File: src/rtl/score_pkg.sv
// rtl/score_pkg.sv - shared types, constants and helpers for score_keeper
package score_pkg;

    localparam int NUM_DIGITS = 6;

    typedef logic [3:0] bcd_digit_t;
    typedef bcd_digit_t [NUM_DIGITS-1:0] bcd6_t;

    typedef enum logic [1:0] {S_IDLE, S_LOAD, S_ADD, S_COMMIT} fsm_state_t;

    localparam bcd6_t PTS_POINT      = 24'h000010;
    localparam bcd6_t PTS_PELLET     = 24'h000050;
    localparam bcd6_t PTS_GHOST_BASE = 24'h000200;
    localparam bcd6_t BCD_MAX        = 24'h999999;
    localparam logic [2:0] LAST_DIGIT = 3'(NUM_DIGITS - 1);

    localparam logic [1:0] SPR_1 = 2'b00;
    localparam logic [1:0] SPR_U = 2'b01;
    localparam logic [1:0] SPR_P = 2'b10;

    function automatic bcd6_t ghost_points(input logic [1:0] combo);
        case (combo)
            2'd0:    return PTS_GHOST_BASE;
            2'd1:    return 24'h000400;
            2'd2:    return 24'h000800;
            default: return 24'h001600;
        endcase
    endfunction

    // Capture and consume in the same cycle cancel out.
    function automatic logic [1:0] pend_next(input logic [1:0] cnt, input logic inc,
                                             input logic dec);
        if (inc && !dec) return (cnt == 2'd3) ? cnt : cnt + 2'd1;
        if (dec && !inc) return cnt - 2'd1;
        return cnt;
    endfunction

    function automatic logic [2:0] col12(input logic [9:0] off);
        if (off >= 10'd60) return 3'd5;
        if (off >= 10'd48) return 3'd4;
        if (off >= 10'd36) return 3'd3;
        if (off >= 10'd24) return 3'd2;
        if (off >= 10'd12) return 3'd1;
        return 3'd0;
    endfunction

    function automatic logic digit_shown(input bcd6_t v, input logic [2:0] idx);
        logic r;
        r = (idx <= 3'd1);
        for (int i = 0; i < NUM_DIGITS; i++) begin
            if ((3'(i) >= idx) && (v[i] != 4'd0)) r = 1'b1;
        end
        return r;
    endfunction

endpackage

File: src/rtl/score_keeper_if.sv
// rtl/score_keeper_if.sv - game-event and pixel-query bundle for score_keeper
interface score_keeper_if;
    import score_pkg::*;

    logic [9:0] DrawX;
    logic [9:0] DrawY;
    logic       new_game;
    logic       game_active;
    logic       ate_point;
    logic       ate_pellet;
    logic       ate_ghost;
    logic       score_busy;
    logic       is_scoreboard;
    bcd_digit_t scoreboard_sprite;
    logic       is_scoreboard_1up;
    logic [1:0] scoreboard_1up_sprite;

    modport master (
        output DrawX, DrawY, new_game, game_active, ate_point, ate_pellet, ate_ghost,
        input  score_busy, is_scoreboard, scoreboard_sprite, is_scoreboard_1up,
               scoreboard_1up_sprite
    );

    modport slave (
        input  DrawX, DrawY, new_game, game_active, ate_point, ate_pellet, ate_ghost,
        output score_busy, is_scoreboard, scoreboard_sprite, is_scoreboard_1up,
               scoreboard_1up_sprite
    );

endinterface

File: src/rtl/bcd_digit_add.sv
// rtl/bcd_digit_add.sv - single BCD digit adder with carry
module bcd_digit_add
    import score_pkg::*;
(
    input  bcd_digit_t i_a,
    input  bcd_digit_t i_b,
    input  logic       i_cin,
    output bcd_digit_t o_sum,
    output logic       o_cout
);
    logic [4:0] w_raw;

    always_comb begin
        w_raw  = {1'b0, i_a} + {1'b0, i_b} + {4'b0, i_cin};
        o_cout = (w_raw > 5'd9);
        o_sum  = o_cout ? (w_raw[3:0] - 4'd10) : w_raw[3:0];
    end

endmodule

File: src/rtl/score_keeper.sv
// rtl/score_keeper.sv - BCD score/high-score keeper with digit-serial adder and scoreboard pixel decode
module score_keeper
    import score_pkg::*;
#(
    parameter logic [9:0]  SCORE_X      = 10'd48,
    parameter logic [9:0]  HI_X         = 10'd216,
    parameter logic [9:0]  SCORE_Y      = 10'd30,
    parameter logic [9:0]  UP_X         = 10'd36,
    parameter logic [9:0]  UP_Y         = 10'd12,
    parameter int unsigned BLINK_FRAMES = 16
) (
    input logic           Clk,
    input logic           Reset_n,
    input logic           frame_clk,
    score_keeper_if.slave bus
);
    localparam logic [7:0] BLINK_LAST = 8'(BLINK_FRAMES - 1);

    fsm_state_t r_state, w_state_next;
    bcd6_t      r_score, r_hi, r_acc, r_addend, w_commit;
    logic       r_carry;
    logic [2:0] r_digit;
    logic [1:0] r_pend_point, r_pend_pellet, r_pend_ghost, r_combo;
    logic       w_take_point, w_take_pellet, w_take_ghost;
    bcd_digit_t w_dsum;
    logic       w_dcout;

    bcd_digit_add u_add (
        .i_a    (r_acc[r_digit]),
        .i_b    (r_addend[r_digit]),
        .i_cin  (r_carry),
        .o_sum  (w_dsum),
        .o_cout (w_dcout)
    );

    assign w_commit = r_carry ? BCD_MAX : r_acc;

    always_ff @(posedge Clk) begin
        if (!Reset_n) r_state <= S_IDLE;
        else          r_state <= w_state_next;
    end

    always_comb begin
        w_state_next  = r_state;
        w_take_pellet = 1'b0;
        w_take_ghost  = 1'b0;
        w_take_point  = 1'b0;
        case (r_state)
            S_IDLE: begin
                if ((r_pend_point | r_pend_pellet | r_pend_ghost) != 2'd0) w_state_next = S_LOAD;
            end
            S_LOAD: begin
                w_state_next  = S_ADD;
                w_take_pellet = (r_pend_pellet != 2'd0);
                w_take_ghost  = !w_take_pellet && (r_pend_ghost != 2'd0);
                w_take_point  = !w_take_pellet && !w_take_ghost && (r_pend_point != 2'd0);
            end
            S_ADD: begin
                if (r_digit == LAST_DIGIT) w_state_next = S_COMMIT;
            end
            default: w_state_next = S_IDLE;
        endcase
        if (bus.new_game) w_state_next = S_IDLE;
    end

    // The shadow accumulator is private; only COMMIT touches the displayed score.
    always_ff @(posedge Clk) begin
        if (!Reset_n) begin
            r_score       <= '0;
            r_hi          <= '0;
            r_acc         <= '0;
            r_addend      <= '0;
            r_carry       <= 1'b0;
            r_digit       <= 3'd0;
            r_pend_point  <= 2'd0;
            r_pend_pellet <= 2'd0;
            r_pend_ghost  <= 2'd0;
            r_combo       <= 2'd0;
        end else if (bus.new_game) begin
            r_score       <= '0;
            r_pend_point  <= 2'd0;
            r_pend_pellet <= 2'd0;
            r_pend_ghost  <= 2'd0;
            r_combo       <= 2'd0;
        end else begin
            r_pend_point  <= pend_next(r_pend_point, bus.ate_point, w_take_point);
            r_pend_pellet <= pend_next(r_pend_pellet, bus.ate_pellet, w_take_pellet);
            r_pend_ghost  <= pend_next(r_pend_ghost, bus.ate_ghost, w_take_ghost);
            case (r_state)
                S_LOAD: begin
                    r_acc   <= r_score;
                    r_carry <= 1'b0;
                    r_digit <= 3'd0;
                    if (w_take_pellet) begin
                        r_addend <= PTS_PELLET;
                        r_combo  <= 2'd0;
                    end else if (w_take_ghost) begin
                        r_addend <= ghost_points(r_combo);
                        r_combo  <= (r_combo == 2'd3) ? r_combo : r_combo + 2'd1;
                    end else begin
                        r_addend <= PTS_POINT;
                    end
                end
                S_ADD: begin
                    r_acc[r_digit] <= w_dsum;
                    r_carry        <= w_dcout;
                    r_digit        <= r_digit + 3'd1;
                end
                S_COMMIT: begin
                    r_score <= w_commit;
                    // Packed BCD compares like the decimal value, MSD first.
                    if (w_commit > r_hi) r_hi <= w_commit;
                end
                default: ;
            endcase
        end
    end

    logic       r_f1, r_f2, r_visible;
    logic [7:0] r_blink_cnt;

    always_ff @(posedge Clk) begin
        if (!Reset_n) begin
            r_f1        <= 1'b0;
            r_f2        <= 1'b0;
            r_blink_cnt <= 8'd0;
            r_visible   <= 1'b1;
        end else begin
            r_f1 <= frame_clk;
            r_f2 <= r_f1;
            if (!bus.game_active) begin
                r_blink_cnt <= 8'd0;
                r_visible   <= 1'b1;
            end else if (bus.new_game) begin
                r_blink_cnt <= 8'd0;
            end else if (r_f1 && !r_f2) begin
                if (r_blink_cnt == BLINK_LAST) begin
                    r_blink_cnt <= 8'd0;
                    r_visible   <= !r_visible;
                end else begin
                    r_blink_cnt <= r_blink_cnt + 8'd1;
                end
            end
        end
    end

    logic [9:0] w_s_off, w_h_off, w_u_off;
    logic       w_in_row, w_in_score, w_in_hi, w_in_up;
    logic [2:0] w_s_idx, w_h_idx;
    logic       w_pix_is, w_up_is;
    bcd_digit_t w_pix_spr;
    logic [1:0] w_up_spr;

    always_comb begin
        w_s_off    = bus.DrawX - SCORE_X;
        w_h_off    = bus.DrawX - HI_X;
        w_u_off    = bus.DrawX - UP_X;
        w_in_row   = (bus.DrawY >= SCORE_Y) && (bus.DrawY < SCORE_Y + 10'd12);
        w_in_score = w_in_row && (bus.DrawX >= SCORE_X) && (bus.DrawX < SCORE_X + 10'd72);
        w_in_hi    = w_in_row && (bus.DrawX >= HI_X) && (bus.DrawX < HI_X + 10'd72);
        w_in_up    = (bus.DrawY >= UP_Y) && (bus.DrawY < UP_Y + 10'd12) &&
                     (bus.DrawX >= UP_X) && (bus.DrawX < UP_X + 10'd36);
        w_s_idx    = LAST_DIGIT - col12(w_s_off);
        w_h_idx    = LAST_DIGIT - col12(w_h_off);
        w_pix_is   = 1'b0;
        w_pix_spr  = 4'd0;
        if (w_in_score) begin
            w_pix_spr = r_score[w_s_idx];
            w_pix_is  = digit_shown(r_score, w_s_idx);
        end else if (w_in_hi) begin
            w_pix_spr = r_hi[w_h_idx];
            w_pix_is  = digit_shown(r_hi, w_h_idx);
        end
        w_up_spr = 2'b00;
        if (w_in_up) begin
            w_up_spr = (w_u_off >= 10'd24) ? SPR_P : (w_u_off >= 10'd12) ? SPR_U : SPR_1;
        end
        w_up_is = w_in_up && r_visible;
    end

    logic       r_pix_is, r_up_is;
    bcd_digit_t r_pix_spr;
    logic [1:0] r_up_spr;

    always_ff @(posedge Clk) begin
        if (!Reset_n) begin
            r_pix_is  <= 1'b0;
            r_pix_spr <= 4'd0;
            r_up_is   <= 1'b0;
            r_up_spr  <= 2'b00;
        end else begin
            r_pix_is  <= w_pix_is;
            r_pix_spr <= w_pix_spr;
            r_up_is   <= w_up_is;
            r_up_spr  <= w_up_spr;
        end
    end

    assign bus.score_busy            = (r_state != S_IDLE);
    assign bus.is_scoreboard         = r_pix_is;
    assign bus.scoreboard_sprite     = r_pix_spr;
    assign bus.is_scoreboard_1up     = r_up_is;
    assign bus.scoreboard_1up_sprite = r_up_spr;

endmodule

File: src/flat_wrapper.sv
// flat-port wrapper written by rule: the top's interface ports become plain ports
module score_keeper_flat import score_pkg::*;
#(
    parameter logic [9:0]  SCORE_X      = 10'd48,
    parameter logic [9:0]  HI_X         = 10'd216,
    parameter logic [9:0]  SCORE_Y      = 10'd30,
    parameter logic [9:0]  UP_X         = 10'd36,
    parameter logic [9:0]  UP_Y         = 10'd12,
    parameter int unsigned BLINK_FRAMES = 16
)
  (Clk, Reset_n, frame_clk, bus_DrawX, bus_DrawY, bus_new_game, bus_game_active, bus_ate_point, bus_ate_pellet, bus_ate_ghost, bus_score_busy, bus_is_scoreboard, bus_scoreboard_sprite, bus_is_scoreboard_1up, bus_scoreboard_1up_sprite);
  score_keeper_if bus_i ();
  input logic Clk;
  input logic Reset_n;
  input logic frame_clk;
  input wire logic [$bits(bus_i.DrawX)-1:0] bus_DrawX;
  input wire logic [$bits(bus_i.DrawY)-1:0] bus_DrawY;
  input wire logic [$bits(bus_i.new_game)-1:0] bus_new_game;
  input wire logic [$bits(bus_i.game_active)-1:0] bus_game_active;
  input wire logic [$bits(bus_i.ate_point)-1:0] bus_ate_point;
  input wire logic [$bits(bus_i.ate_pellet)-1:0] bus_ate_pellet;
  input wire logic [$bits(bus_i.ate_ghost)-1:0] bus_ate_ghost;
  output wire logic [$bits(bus_i.score_busy)-1:0] bus_score_busy;
  output wire logic [$bits(bus_i.is_scoreboard)-1:0] bus_is_scoreboard;
  output wire logic [$bits(bus_i.scoreboard_sprite)-1:0] bus_scoreboard_sprite;
  output wire logic [$bits(bus_i.is_scoreboard_1up)-1:0] bus_is_scoreboard_1up;
  output wire logic [$bits(bus_i.scoreboard_1up_sprite)-1:0] bus_scoreboard_1up_sprite;
  assign bus_i.DrawX = bus_DrawX;
  assign bus_i.DrawY = bus_DrawY;
  assign bus_i.new_game = bus_new_game;
  assign bus_i.game_active = bus_game_active;
  assign bus_i.ate_point = bus_ate_point;
  assign bus_i.ate_pellet = bus_ate_pellet;
  assign bus_i.ate_ghost = bus_ate_ghost;
  assign bus_score_busy = bus_i.score_busy;
  assign bus_is_scoreboard = bus_i.is_scoreboard;
  assign bus_scoreboard_sprite = bus_i.scoreboard_sprite;
  assign bus_is_scoreboard_1up = bus_i.is_scoreboard_1up;
  assign bus_scoreboard_1up_sprite = bus_i.scoreboard_1up_sprite;
  score_keeper #(.SCORE_X(SCORE_X), .HI_X(HI_X), .SCORE_Y(SCORE_Y), .UP_X(UP_X), .UP_Y(UP_Y), .BLINK_FRAMES(BLINK_FRAMES)) u_core (.Clk(Clk), .Reset_n(Reset_n), .frame_clk(frame_clk), .bus(bus_i));
endmodule
File: config.mk
export PLATFORM = sky130hd
export DESIGN_NAME = score_keeper_flat
export DESIGN_NICKNAME = d
export VERILOG_FILES = /design/src/rtl/score_pkg.sv /design/src/rtl/score_keeper_if.sv /design/src/rtl/bcd_digit_add.sv /design/src/rtl/score_keeper.sv /design/src/flat_wrapper.sv
export SDC_FILE = /design/constraint.sdc
export NUM_CORES = 1
export LEC_CHECK = 0
export BUFFER_PORTS_ARGS = -buffer_cell sky130_fd_sc_hd__clkbuf_2
export CAP_MARGIN = 20
export CELL_PAD_IN_SITES_DETAIL_PLACEMENT = 1
export CELL_PAD_IN_SITES_GLOBAL_PLACEMENT = 2
export CORE_MARGIN = 2
export CORE_UTILIZATION = 41
export DETAILED_ROUTE_END_ITERATION = 16
export PLACE_DENSITY = 0.95
export SLEW_MARGIN = 30
export SYNTH_ARGS = -nofsm -noshare
export SYNTH_HDL_FRONTEND = slang
export SYNTH_SLANG_ARGS = --single-unit
File: constraint.sdc
create_clock -name Clk -period 5.8 [get_ports Clk]
set_input_delay 0 -clock Clk [delete_from_list [all_inputs] [get_ports Clk]]
set_output_delay 0 -clock Clk [all_outputs]
set_load 0.02 [all_outputs]
* Yosys cells after proc, flatten, opt, wreduce, memory -nomap -nowiden
Index checks and enable logic that the tools add are counted.
Storage, ports and cells: flip-flop bits (word level) 129, output and inout port bits 9, logic and storage cells 329, input bits 28
Cells by class: order comparisons 42, add/subtract/negate cells 17, equal/unequal tests 14, bitwise operators 6, mux-type cells 133, reduce and logical (&&, ||, !) cells 77
Operator list (count):
- >= comparator 10 x 6 -> 1 bit (second input constant) | 8
- two-way mux 1 bit | 69
- two-way mux 3 bit | 20
- binary-select mux 4 bit (select 3 bit) | 4
- two-way mux 24 bit | 2
- case mux 24 bit (2 select lines) | 1
- nonzero test 4 bit | 12
- two-way mux 2 bit | 21
- >= comparator 10 x 4 -> 1 bit (second input constant) | 4
- >= comparator 10 x 5 -> 1 bit (second input constant) | 4
- case mux 13 bit (3 select lines) | 1
- logical AND 1 bit | 32
- two-way mux 4 bit | 8
- bitwise mux 24 bit | 1
- greater-than comparator 24 bit | 1
- < comparator 10 x 7 -> 1 bit (second input constant) | 2
- nonzero test 2 bit | 10
- subtractor 10 x 6 -> 10 bit (second input constant) | 2
- equality test 2 bit (second input constant) | 7
- two-way mux 13 bit | 1
- demux 4 bit (select 3 bit) | 1
- >= comparator 1 x 3 -> 1 bit (first input constant) | 4
- >= comparator 2 x 3 -> 1 bit (first input constant) | 4
- >= comparator 3 bit (first input constant) | 4
- other kinds (33) | 66

* Longest topological paths before layout
Gate-level depths: netlist of run 1.
word-level depth 29, gate-level depth with buffers 16, mapped depth without buffers 15

* Modules after synthesis
A second synthesis of run 1 with hierarchy kept.
Second synthesis, totals: cells, all modules 944, area, all modules 7737.4 µm²
Modules (own cells, without submodules):
- score_keeper | area each 7526.0 µm², cells an instance 922, sequential area each 2222.1 µm², times used 1
- bcd_digit_add | area each 211.5 µm², cells an instance 22, sequential area each 0.0 µm², times used 1

* Worst setup path before layout of run 1
OpenSTA, ideal clock, no wires.
kind register to register, from register u_core.r_digit[1], to register u_core.r_acc[11] (netlist name), setup slack 1.952 ns, data arrival time 3.729 ns, clock period less this slack 3.848 ns, setup time 0.120 ns, buffers on the path 1, stages on the path, launching flop included 16, data required time 5.680 ns, cell sequence dfxtp_1 -> clkbuf_1 -> inv_1 -> nor3_1 -> a22oi_1 -> nand2_1 -> a221oi_1 -> fa_1 -> fa_1 -> xor2_1 -> ha_1 -> a31o_2 -> and3_1 -> o21ai_0 -> nor3_1 -> o31a_1
Between the ends: word-level cells in the longest chain between the ends 8, elaborated cells on any way between the ends 16, those cells by class add/sub: 3; order compare: 3; mux: 9; reduce/logical: 1
Ends and longest elaborated chain:
- start: declaration | RTL line score_keeper.sv:22 | logic [2:0] r_digit;
- start signal: assignment | RTL line score_keeper.sv:107 | r_digit <= r_digit + 3'd1;
- binary-select mux 4 bit (select 3 bit) (on tied branches) | RTL line score_keeper.sv:29, score_keeper.sv:30
- two-way mux 4 bit (on tied branches) | RTL line score_keeper.sv:29, score_keeper.sv:30
- adder 4 x 4 -> 5 bit | RTL line bcd_digit_add.sv:14 | w_raw = {1'b0, i_a} + {1'b0, i_b} + {4'b0, i_cin};
- adder 5 x 1 -> 5 bit | RTL line bcd_digit_add.sv:14
- subtractor 4 bit or greater-than comparator 5 x 4 -> 1 bit (tied branches) | RTL line bcd_digit_add.sv:16, bcd_digit_add.sv:15
- two-way mux 4 bit | RTL line bcd_digit_add.sv:16 | o_sum = o_cout ? (w_raw[3:0] - 4'd10) : w_raw[3:0];
- bitwise mux 24 bit * | RTL line score_keeper.sv:105 | r_acc[r_digit] <= w_dsum;
- case mux 24 bit (2 select lines) * | RTL line score_keeper.sv:89 | case (r_state)
- end signal: assignment | RTL line score_keeper.sv:91 | r_acc <= r_score;
- end signal: indexed assignment | RTL line score_keeper.sv:105
- end: declaration | RTL line score_keeper.sv:20 | bcd6_t r_score, r_hi, r_acc, r_addend, w_commit;
Mark *: on every way between the ends. The rest lies on a longest branch, timed or not. The select of a mux whose other input is x is not followed. A chain may end at the register's enable or synchronous reset.

* Worst setup path in the final report of run 1
from register u_core.r_digit[0], to register u_core.r_acc[13] (netlist name)
The elaborated chain is that of the path after synthesis.

==> metrics, run 1 <==
pins over their slew limit 0; die area 19,300 um^2; mapped cell area approximately 7400 um^2; Avg Cell Area, Syn 8.37 um^2; DR DRC count 0; FMAX ~210 MHz; FILL cells 2,148; Worst Path Arrival around 4.9 ns; Cell Pwr Density 205 nW/um^2; multi-input logic area approximately 4800 um^2; IO buf count 35; first-pass GRT wire length ~34,000 um; CTS Sinks 111; maxcap violations 0; Starting Density 0.416; Post-synth EDFFs 0; Post-DRT Antenna Nets 0; Final min period 4.68 ns; site row count 49; DR iter-0 viols 252; Area contributors post-synth dfxtp_1 30%, ha_1 13%, mux2i_1 7.1%, nor2_1 3.7%, inv_1 3.5%; Synth Flop Type dfxtp_1; vias per cell 5.68; r2r setup slk 1.12 ns; Hold Crit Class primary input to flop; peak supply drop between 0.00015 and 0.0002 V; Critical Path Start u_core.r_digit[0]$_SDFFE_PN0P_; Int Power 0.00116 W; endpoints failing setup 0; Lkg Pwr 3.32 nW; post-synth top area cell dfxtp_1; fraction of registers with async set/reset 0; syn_nets 996; switching power 0.000492 W; total core area 17,900 um^2; Post-Synthesis Cells 890; Sequential Power Share 0.473; H-tree level count 3; Comb pwr share 0.145; CP required between 6 and 7 ns; Final Cycle Share 0.806; gpl congestion approximately 0.80; layout cells sized above 1 0.0933; top cell types by occurrence after synthesis 111 x dfxtp_1, 76 x ha_1, 74 x nor2_1; vias in the first global route approximately 6,500; all-layer global routing usage 0.217; Worst Skew ~0.0098 ns; Crit. End Element flop; crit start category flop; TritonCTS clock tree built; DP HPWL 15,700 um; Setup TNS 0 ns; routed wire length 20,800 um; total gr overflow 0; Post-Place Cell Area 7780 um^2; diode count 0; DRT Pass-1 Iters 7; overall power 0.00166 W; WL per Instance 18.2 um; Die W 139 um; P&R area growth vs syn 8.67%; Synth Warn # 0; Sw Share 0.298; Critical R2R Launch u_core.r_digit[0]$_SDFFE_PN0P_; final core utilization 0.452; initial antenna violation count 0; r2r endpoint u_core.r_acc[13]$_SDFFE_PN0P_; Slew HR 0.426; RSZ-0062 raised after global routing false; Clock power frac 0.383; final hold vios 0; pin count of the biggest net entering global routing 77; count leader, synth dfxtp_1; number of CTS-inserted buffers 9; Synth top area share 0.298; Die Span Y 139 um; status completed; I/O pin cnt 37; Worst setup endpoint u_core.r_acc[13]$_SDFFE_PN0P_; Vias 6,479; register bit total from synthesis 111; R2R depth 15; cell area after layout 8090 um^2; Max clock buf depth 2; Post CTS Setup Buffer Count 0; Synth cell types 70; Clock Latency Late Sink 0.37 ns; CP max FO 13; nets roughly 1,000; Clock transition at path regs roughly 0.080 ns; Setup Crit Path Kind flop to flop; Tightest Pin Transition 0.855 ns; Register Area around 2200 um^2; clock root buffer clkbuf_16; Seq/Total Area, Yosys 0.298
-- power groups by stage --
| stage | Clock [W] | Combinational [W] | Sequential, W |
|---|---|---|---|
| 4_1_cts | 0.000647 | 0.000240 | 0.000782 |
| 3_3_place_gp | 0 | 0.000228 | 0.000800 |
| 5_1_grt | 0.000673 | 0.000268 | 0.000784 |
| 3_5_place_dp | 0 | 0.000237 | 0.000800 |
| 2_1_floorplan | 0 | 0.000173 | 0.000796 |
| 6_report | 0.000634 | 0.000239 | 0.000782 |
-- cell type report --
class	instances	share of cell area
inverters	69	0.0320
clock inverters	7	0.00804
multi-input cells	670	0.591
repair buffers	45	0.0315
flip-flops and latches	111	0.275
clock buffers	9	0.0278
well taps	229	0.0354
-- stage by stage --
step | setup WS, ns | std cells | hold WS (ns)
final | 1.12 | 1140 | 0.0141
after floorplan | 1.95 | 890 | 0.0862
after global placement | 1.33 | 1122 | 0.204
after CTS | 1.15 | 1140 | 0.00265
after global routing | 0.750 | 1140 | 0.0487
after detailed placement | 1.15 | 1122 | 0.209
-- how the worst min path moves through the flow --
stage,from,endpoint,slack [ns],cells after the start
finish,bus_DrawY[5],u_core.bus.is_scoreboard_1up$_SDFF_PN0_,0.01,4
global route,bus_DrawX[9],u_core.bus.is_scoreboard$_SDFF_PN0_,0.05,3
CTS,bus_DrawY[5],u_core.bus.is_scoreboard_1up$_SDFF_PN0_,0.003,4
detailed placement,bus_game_active,u_core.r_visible$_SDFFE_PN1P_,0.21,2
global placement,bus_game_active,u_core.r_visible$_SDFFE_PN1P_,0.20,2
floorplan,bus_game_active,u_core.r_visible$_SDFFE_PN1P_,0.09,1
-- worst max-delay path: stages (launching register included) --
cell and delay, ns:
dfxtp_1 0.61, inv_1 0.21, nor3_1 0.73, a22oi_1 0.20, nand2_1 0.13, a221oi_1 0.07
fa_1 0.44, fa_1 0.42, xor2_1 0.33, ha_1 0.21, nand2b_1 0.06, a21oi_1 0.15
a31oi_1 0.17, xnor2_1 0.57, nand3b_1 0.19, a31oi_1 0.08
-- cell usage in the layout, fill, tap and decap left out, drive strengths merged, types with 5 or more instances in the layout --
cell type    n
nand3b       9
a22oi       11
o22ai       16
xor2         5
ha          76
xnor2       11
nand3       21
nand2       67
and2        10
o311a        7
nand4        7
nor3b        5
dfxtp      111
a21oi       43
nor2        75
a21o        11
or2          9
o211ai      10
buf          8
o31a         5
nor4         6
a211oi      15
o21ai       40
nor3        13
a31oi        9
o221ai       8
mux2i       53
inv         73
clkbuf      44
or3          9
nor2b       30
nand2b      21
a21boi       8
o211a        9
-- registers in the layout (all words and copies together), names as in the netlist, 2 cells and up --
name	flops
u_core.r_acc	24
u_core.r_score	24
u_core.r_combo	2
u_core.r_state	2
u_core.bus.scoreboard_sprite	4
u_core.r_digit	3
u_core.r_blink_cnt	8
u_core.r_pend_ghost	2
u_core.r_hi	24
u_core.r_addend	6
u_core.r_pend_point	2
u_core.bus.scoreboard_1up_sprite	2
u_core.r_pend_pellet	2
-- kinds of logic after synthesis --
| kind of cell | Yosys count | synth area share |
|---|---|---|
| compound gates | 218 | 0.203 |
| xor+xnor | 16 | 0.0188 |
| fa+ha+maj | 78 | 0.133 |
| buf+inv | 109 | 0.0605 |
| flops | 111 | 0.298 |
| mux | 54 | 0.0728 |
| simple gates | 304 | 0.213 |
-- routing by layer --
layer	global-route usage	vias to the layer above	share of wire
li1	-	3210	-
met1	0.294	3156	0.48
met2	0.361	85	0.47
met3	0.0307	28	0.026
met4	0.0643	0	0.023
met5	0	-	0
-- repair_timing --
item                      4_1_cts  5_1_grt
hold endpoints to repair        5        0
resized for setup               0        0
hold buffers                    2        0
(Power assumes the default switching activity.)
==> run 2, diff against run 1 <==
- CORE_UTILIZATION: 41 -> 35
- PLACE_DENSITY: 0.95 -> 0.87
- clock period: 5.8 -> 3.9 ns (I/O delays scaled with it)
==> metrics, run 2 (synthesis results as in run 1) <==
status completed; DR DRC count 0; gpl congestion 0.835; clock root buffer clkbuf_16; HP Start bus_DrawY[5]; total gr overflow 0; Die W 150 um; Final Cycle Share 0.939; FMAX about 270 MHz; final core utilization 0.396; Critical R2R Launch u_core.r_digit[0]$_SDFFE_PN0P_; Regs by FF count u_core.r_acc (24), u_core.r_hi (24), u_core.r_score (24); Clock transition at path regs 0.08 ns; Final min period between 3 and 4 ns; Clock Latency Late Sink 0.36 ns; R2R depth 15; Post CTS Setup Buffer Count 0; layout cells sized above 1 0.115; maxcap violations 0; Setup Crit Path Kind flop to flop; Max clock buf depth 2; FILL cells 2,549; Critical Path Start u_core.r_digit[0]$_SDFFE_PN0P_; WL per Instance 17.9 um; pin count of the biggest net entering global routing between 70 and 80; routed wire length 21,400 um; number of CTS-inserted buffers 9; IO buf count 35; CTS Sinks 111; peak supply drop 0.000212 V; diode count 0; Crit. End Element flop; all-layer global routing usage 0.197; Vias between 6,000 and 7,000; r2r endpoint u_core.r_acc[19]$_SDFFE_PN0P_; Tightest Pin Transition 0.868 ns; vias in the first global route 6,622; Post-DRT Antenna Nets 0; P&R area growth vs syn 11.4%; Starting Density 0.355; die area 22,500 um^2; site row count 53; TritonCTS clock tree built; Cell Pwr Density 297 nW/um^2; H-tree level count 3; CP required 4.15 ns; Hold Crit Class primary input to flop; commonest non-fill, non-tap cell in the layout dfxtp_1; Worst setup endpoint u_core.r_acc[19]$_SDFFE_PN0P_; pins over their slew limit 0; most frequent cells in the layout 110 x dfxtp_1, 76 x ha_1, 73 x nor2_1; crit start category flop; met3 Use GR 0.0280; final hold vios 0; overall power 0.00246 W; RSZ-0062 raised after global routing false; Most Crowded Layer GR met2; vias per cell 5.39; DRT Pass-1 Iters 4; endpoints failing setup 0; CP max FO 7; nets 1,026; DP HPWL 16,300 um; first-pass GRT wire length 35,200 um; I/O pin cnt 37; Lkg Pwr ~3.4 nW; Slew HR 0.421; initial antenna violation count 0; DR iter-0 viols 325; met2 usage 0.339; grt met1 use 0.264; total core area 21,000 um^2; Die Span Y 150 um; Worst Skew 0.00800 ns; r2r setup slk 0.24 ns; Worst Path Arrival 3.92 ns
[run 2: cell types whose count changed in the layout (fill, tap and decap cells not counted), moves of 2 or more]
cell      before  now
buf_4          8   21
nor3_1        13    9
nor3_2         0    3
clkinv_4       2    0
nor2_2         0    2
[run 2: cell type report]
cell class              instances  area (um^2)  area share
multi-input cells             670         4810       0.580
flip-flops and latches        111         2230       0.268
repair buffers                 59          373      0.0449
well taps                     275          344      0.0415
inverters                      69          259      0.0312
clock buffers                   9          225      0.0271
clock inverters                 7         61.3     0.00739
[run 2: metal layers]
metal  vias up  share of wire
met4         0         0.0086
met3        14          0.022
met5         -              0
met2        56           0.48
li1       3226              -
met1      3169           0.49
[run 2: worst min path at each step]
stage	endpoint	slack, ns	depth (start not counted)
after global routing	u_core.bus.scoreboard_1up_sprite[0]$_SDFF_PP0_	0.04	4
after floorplan	u_core.r_visible$_SDFFE_PN1P_	0.09	1
after detailed placement	u_core.r_f1$_SDFF_PN0_	0.21	2
after global placement	u_core.r_f1$_SDFF_PN0_	0.21	2
after CTS	u_core.bus.is_scoreboard_1up$_SDFF_PN0_	0.007	4
final	u_core.bus.is_scoreboard_1up$_SDFF_PN0_	0.01	4
[run 2: what timing repair did]
| item | in CTS | in global routing |
|---|---|---|
| setup endpoints to repair | 6 | 16 |
| hold buffers | 2 | 0 |
| resized for setup | 3 | 6 |
| endpoints found under the hold margin | 5 | 0 |
[run 2: critical path: stages (launching register included)]
cell and delay (ns):
dfxtp_1 0.40, inv_1 0.17, nor3_2 0.26, a22oi_1 0.13
nand2_1 0.09, a221oi_1 0.06, fa_1 0.44, fa_1 0.42
xor2_1 0.22, ha_1 0.26, a31o_2 0.21, and3_1 0.17
o21ai_0 0.18, buf_4 0.20, nor3_1 0.06, o31a_1 0.30
[run 2: through the flow]
stage / setup TNS (ns) / instance area, um^2 / hold WS [ns] / instances / setup WS [ns]
2_1_floorplan: 0 / 7450 / 0.0862 / 890 / 0.0517
3_3_place_gp: 0 / 7950 / 0.211 / 1182 / 0.169
3_5_place_dp: -0.203 / 7950 / 0.214 / 1182 / -0.0393
4_1_cts: 0 / 8270 / 0.00676 / 1200 / 0.0960
5_1_grt: 0 / 8300 / 0.0412 / 1200 / 0.0169
6_report: 0 / 8300 / 0.0101 / 1200 / 0.237
[run 2: power breakdown]
part           internal [W]  switching [W]  leakage [nW]  total (W)
Sequential          0.00115      0.0000159         0.897    0.00116
Clock              0.000450       0.000484         0.141   0.000934
Combinational      0.000139       0.000226          2.36   0.000365
Total               0.00174       0.000726          3.40    0.00246
